==> src/rtl/irq_pkg.sv <==
// Shared encodings and constants for the peripheral interrupt controller.
package irq_pkg;

  localparam int          IRQ_MAX         = 16;
  localparam logic [31:0] MCAUSE_IRQ_BASE = 32'h8000_0010;

  typedef enum logic [1:0] {
    S_IDLE   = 2'd0,
    S_ACTIVE = 2'd1,
    S_ACK    = 2'd2
  } state_t;

  // Interrupt bit set, low five bits hold 16 + line index.
  function automatic logic [31:0] mcause_for(input logic [3:0] id);
    return MCAUSE_IRQ_BASE + {28'd0, id};
  endfunction

endpackage

==> src/rtl/irq_prio_enc.sv <==
// Fixed-priority encoder: reports the lowest-index set request bit.
module irq_prio_enc
  import irq_pkg::*;
#(
  parameter int N_IRQ = 8
) (
  input  logic [N_IRQ-1:0] req,
  output logic [3:0]       id,
  output logic             valid
);

  // NOTE: every combinational output gets a default first so no latch is inferred.
  always_comb begin
    id    = '0;
    valid = 1'b0;
    // Scan from the top down so the last hit, the lowest index, wins.
    for (int i = N_IRQ - 1; i >= 0; i--) begin
      if (req[i]) begin
        id    = 4'(i);
        valid = 1'b1;
      end
    end
  end

endmodule

==> src/rtl/irq_controller.sv <==
// Presents masked level interrupts to the core one at a time and returns
// a one-cycle acknowledge pulse to the serviced peripheral on completion.
module irq_controller
  import irq_pkg::*;
#(
  parameter int N_IRQ = 8
) (
  input  logic             clk,
  input  logic             reset,
  input  logic [N_IRQ-1:0] irq_i,
  input  logic [N_IRQ-1:0] mie_i,
  input  logic             int_done_i,
  output logic             int_o,
  output logic [31:0]      mcause_o,
  output logic [N_IRQ-1:0] irq_rst_o
);

  state_t             state;
  state_t             state_next;
  logic [3:0]         id;
  logic [3:0]         pend_id;
  logic               pend_valid;
  logic [N_IRQ-1:0]   pending;

  assign pending = irq_i & mie_i;

  irq_prio_enc #(
    .N_IRQ (N_IRQ)
  ) u_prio_enc (
    .req   (pending),
    .id    (pend_id),
    .valid (pend_valid)
  );

  // NOTE: sequential state uses non-blocking assignments so all registers update together.
  always_ff @(posedge clk) begin
    if (reset) begin
      state    <= S_IDLE;
      id       <= '0;
      mcause_o <= '0;
    end else begin
      state <= state_next;
      // id and mcause only move on a new latch; mcause stays after completion.
      if (state == S_IDLE && pend_valid) begin
        id       <= pend_id;
        mcause_o <= mcause_for(pend_id);
      end
    end
  end

  always_comb begin
    state_next = state;
    unique case (state)
      S_IDLE:   if (pend_valid) state_next = S_ACTIVE;
      // Line changes are ignored once latched; only completion moves on.
      S_ACTIVE: if (int_done_i) state_next = S_ACK;
      S_ACK:    state_next = S_IDLE;
      default:  state_next = S_IDLE;
    endcase
  end

  always_comb begin
    int_o     = (state == S_ACTIVE);
    irq_rst_o = '0;
    if (state == S_ACK) irq_rst_o = N_IRQ'(1) << id;
  end

endmodule

==> config.mk <==
export PLATFORM = sky130hd
export DESIGN_NAME = irq_controller
export DESIGN_NICKNAME = d
export VERILOG_FILES = /design/src/rtl/irq_pkg.sv /design/src/rtl/irq_prio_enc.sv /design/src/rtl/irq_controller.sv
export SDC_FILE = /design/constraint.sdc
export NUM_CORES = 1
export LEC_CHECK = 0
export BUFFER_PORTS_ARGS = -buffer_cell sky130_fd_sc_hd__clkbuf_2
export CORE_MARGIN = 1
export CORE_UTILIZATION = 30
export CTS_BUF_LIST = sky130_fd_sc_hd__clkbuf_8
export DETAILED_ROUTE_END_ITERATION = 8
export GPL_TIMING_DRIVEN = 0
export HOLD_SLACK_MARGIN = 0.08
export PLACE_DENSITY_LB_ADDON = 0.2
export SLEW_MARGIN = 20
export SYNTH_ARGS = -nofsm -noshare
export SYNTH_HDL_FRONTEND = slang
export SYNTH_SLANG_ARGS = --single-unit
==> constraint.sdc <==
create_clock -name clk -period 0.9 [get_ports clk]
set_input_delay 0.135 -clock clk [delete_from_list [all_inputs] [get_ports clk]]
set_output_delay 0.135 -clock clk [all_outputs]
set_load 0.005 [all_outputs]
======== Word-level counts from Yosys, hierarchy flattened ========
Cells that the tools add are included.
operators by class
  div/mod/pow operators ................... 0
  order comparisons ....................... 0
  bitwise logic cells ..................... 1
  mux-type cells .......................... 20
  $mul .................................... 0
  shift operators ......................... 1
  equal/unequal tests ..................... 4
  add/subtract/negate cells ............... 1
  reductions and logical operators ........ 3
operator list
  cell                     count
  $add A32 B4 Y32 const A  1
  $mux W3                  8
  $and A8 B8 Y8            1
  $mux W1                  8
  $mux W8                  1
  $shl A1 B4 Y8 const A    1
  $mux W2                  2
  $ne A2 B2 Y1 const B     2
  $pmux W2 S2              1
  $eq A2 B1 Y1 const B     1
  $eq A2 B2 Y1 const B     1
  $logic_not A2 Y1         1
  $reduce_and A2 Y1        1
  $logic_and A1 B1 Y1      1
word-level totals
  output and inout port bits .............. 41
  register bits after elaboration ......... 38
  bits in latches ......................... 0
  word-level logic and storage cells ...... 33
  input port bits ......................... 19
  bits in read-only memories .............. 0
  bits in writable memories ............... 0
  memories kept ........................... 0

======== Depth between registers and ports, before layout ========
  depth after elaboration ................. 11
  mapped depth ............................ 4
  depth with buffers taken out ............ 4

======== Hierarchy ========
Synthesis repeated with hierarchy kept, for this count alone.
unflattened totals
  cell total of the unflattened synthesis .. 91
  area total of the unflattened synthesis .. 710.7 µm²
modules (own cells, without submodules)
  module          cells an instance  seq. area each (µm²)  times used  area each (µm²)
  irq_controller  76                 140.1                 1           619.3
  irq_prio_enc    15                 0.0                   1           91.3

======== Least setup slack after synthesis ========
No wires, ideal clock.
  path type ............................... reg2reg
  start ................................... register state[0]
  end ..................................... register id[0]
  buffers on the path ..................... 0
  library setup time ...................... 0.117 ns
  data required time ...................... 0.783 ns
  arrival time ............................ 0.826 ns
  cell stages (with the launch flop) ...... 4
  path slack .............................. -0.043 ns
  period minus slack after synthesis ...... 0.943 ns
  cells stage by stage .................... dfxtp_1 nor2_2 o21ai_2 a32o_2
on the way
  cells in the longest elaborated chain, start to end .. 2
ends and longest elaborated chain
  element                 RTL line              source
  start, declared         irq_controller.sv:18  state_t state;
  start signal, assigned  irq_controller.sv:42  state <= state_next;
  $logic_not A2 Y1        irq_controller.sv:44  if (state == S_IDLE && pend_valid) begin
  $logic_and A1 B1 Y1     irq_controller.sv:44
  end signal, assigned    irq_controller.sv:45  id <= pend_id;
  end, declared           irq_controller.sv:20  logic [3:0] id;
Every way passes these cells.
A chain may end at the register's enable or synchronous reset.

======== Worst setup path in the final report ========
  start ................................... register id[0]
  end ..................................... output port irq_rst_o[6]
on the way
  cells in the longest elaborated chain, start to end .. 2
ends and longest elaborated chain
  element        RTL line              source
  $shl A1 B4 Y8  irq_controller.sv:65  if (state == S_ACK) irq_rst_o = N_IRQ'(1) << id;
  $mux W8        irq_controller.sv:65
  end, declared  irq_controller.sv:15  output logic [N_IRQ-1:0] irq_rst_o
Every way passes these cells.

==> flow_summary.ini <==
[job]
max_cap_violations = 0

[yosys]
avgSynthCellArea_um2 = 7.75
synth_simple_gate_area_frac = 0.249
synth_seq_area_share = 0.187
ys_ff_latch = 6
synth_xor_area_frac = 0
synth-adder-area-share = 0
yosysUniqueCellTypes = 27
yosysWarningCount = 0
synth_enable_flop_cells = 0
synth-compound-area-share = 0.226
async_reset_ff_frac = 0
synth_mux_area_frac = 0
netlist_area_um2 = 643
synth_top_family_by_area = buffers and inverters
synth_flop_cell = dfxtp_1
synth_cells = 83

[run_status]
status = complete, but fails checks
violations = negative setup slack

[pwr]
p_leak_uw = 0.000670
vdd_drop_max_uv = 1140
power_density_nw_per_um2 = 1090

[die]
die_w_um = 48.3
initial_core_util = 0.324
core_um2 = 1980
std_cell_rows = 16
die_area_um2 = 2330
ioPinCount = 60
die_y_um = 48.3

[clocking]
cts_inserted_buffers = 3
clkSlewWorstSetupHoldPaths_ns = 0.04
clock_sinks = 6
root_buffer = clkbuf_8
cts_tree = yes
insertion_delay_ns = 0.23
clock_path_buffers = 2
htreeDepth = 1
cts_hold_buf = 0

[timing]
finalHoldViolations = 0
fmax_mhz = 821
finalSetupViolCount = 17
final.setup.worst_slack_ns = -0.318
fin_crit_sh = 1.35
rsz0062_at_grt = true
clock_skew_ns = 0.00311
drv_slew = 0
fin_crit_ns = 1.22

[global_route]
gr-usage-all-layers = 0.149
grt_overflow = 0
grt_pass1_vias = 613
grt_first_pass_wirelength_mm = 2.59
grt_max_degree = 8
grt_antenna_before_repair = 0

[cells_and_area]
drive_above_1_share = 0.686
mostFrequentLayoutCell = buf_4
area_growth_pct = 90.1
final_cell_count_no_fill = 183
final_nets = 177
design_area_um2 = 1220
layout_common_cells = buf_4 (34), conb_1 (27), clkbuf_2 (23)
n_antenna_cell = 0

[worst_setup_path]
worstPathRequired_ns = 0.76
endpoint_kind = primary output
start_kind = flop
crit_arrival_ns = 1.08
worstSetupPathType = flop to primary output
crit_fanout = 6

[detailed_routing]
drt_iter0_drc = 2
ant_nets = 0
vias = 730
drc_errors = 0
wl_per_cell_um = 9.59
first_pass_iters = 3
routed_via_density = 3.99
wirelength_mm = 1.76

[placed_design]
placed_area_um2 = 941
io_buffers = 32
gp_congestion = 0.799
dpl.hpwl_mm = 1.19
place_inst = 168

[hold_path]
hp-class = primary input to flop
==> registers in the layout, summed over array words and instances (netlist names) <==
signal / count
state: 2
id: 2
mcause_o: 2
==> cells by family (layout without fill, tap and decap cells) <==
logic type             after synthesis  after routing
and+or+nand+nor                     32             32
buffers and inverters               29             76
AOI/OAI and AO/OA                   15             15
DFF                                  6              6
other                                1             27
==> Yosys cell counts (2+ instances only) <==
| cell | number | area (µm²) |
|---|---|---|
| buf_4 | 28 | 210 |
| nand2_1 | 9 | 33.8 |
| nor2_1 | 8 | 30.0 |
| dfxtp_1 | 6 | 120 |
| a21oi_1 | 4 | 20.0 |
| a22oi_2 | 3 | 37.5 |
| nand2b_1 | 3 | 18.8 |
| nand2_2 | 2 | 12.5 |
| nor4_1 | 2 | 12.5 |
==> per-stage QoR <==
| stage | setup WS, ns | util | power [µW] | TNS [ns] | hold slack (ns) |
|---|---|---|---|---|---|
| floorplan | -0.00428 | - | 592 | -0.00428 | 0.197 |
| global placement | -0.193 | 0.475 | 704 | -0.961 | 0.389 |
| detailed placement | -0.242 | 0.475 | 714 | -1.30 | 0.394 |
| CTS | -0.314 | 0.560 | 1220 | -3.14 | 0.157 |
| global route | -0.358 | 0.617 | 1410 | -4.27 | 0.186 |
| finish | -0.318 | 0.617 | 1340 | -3.53 | 0.167 |
==> critical path: stages (launching register included) <==
cell     delay (ns)
dfxtp_4        0.37
nor2_4         0.12
nand2_2        0.09
nor2_1         0.14
buf_2          0.13
==> where the power goes <==
part / internal [µW] / total (µW) / switching [µW] / leakage, µW
clock network: 288 / 416 / 127 / 0.0000216
logic: 326 / 561 / 236 / 0.000596
registers: 300 / 361 / 61.0 / 0.0000531
==> cell type report <==
| type | instances | area [µm²] |
|---|---|---|
| multi-input cells | 74 | 508 |
| clock buffers | 3 | 41.3 |
| repair buffers | 45 | 293 |
| flip-flops and latches | 6 | 140 |
| inverters | 1 | 3.75 |
| plain buffers | 27 | 203 |
| fillers | 163 | 759 |
| well taps | 27 | 33.8 |
==> final timing paths <==
path,start,endpoint,slack (ns),depth (start not counted)
min reg2reg,mcause_o[4]$_SDFFE_PP0P_,mcause_o[4]$_SDFFE_PP0P_,0.46,2
max,id[0]$_SDFFE_PP0P_,irq_rst_o[6],-0.32,4
min,int_done_i,state[1]$_SDFFE_PP0P_,0.17,2
max reg2reg,state[0]$_SDFFE_PP0P_,id[0]$_SDFFE_PP0P_,-0.20,4
==> layer usage <==
layer,up-vias,global-route usage,share of wire
met4,0,0.0588,0.018
met5,-,0,0
met1,318,0.149,0.35
met3,5,0.0629,0.067
met2,27,0.272,0.56
li1,380,-,-
==> repair_timing <==
action	CTS	global route
endpoints found under the setup margin	15	17
setup buffers	9	4
hold endpoints to repair	0	0
resized for setup	20	26
pin swaps	13	8
No activity file was read; power rests on OpenSTA's default activity.
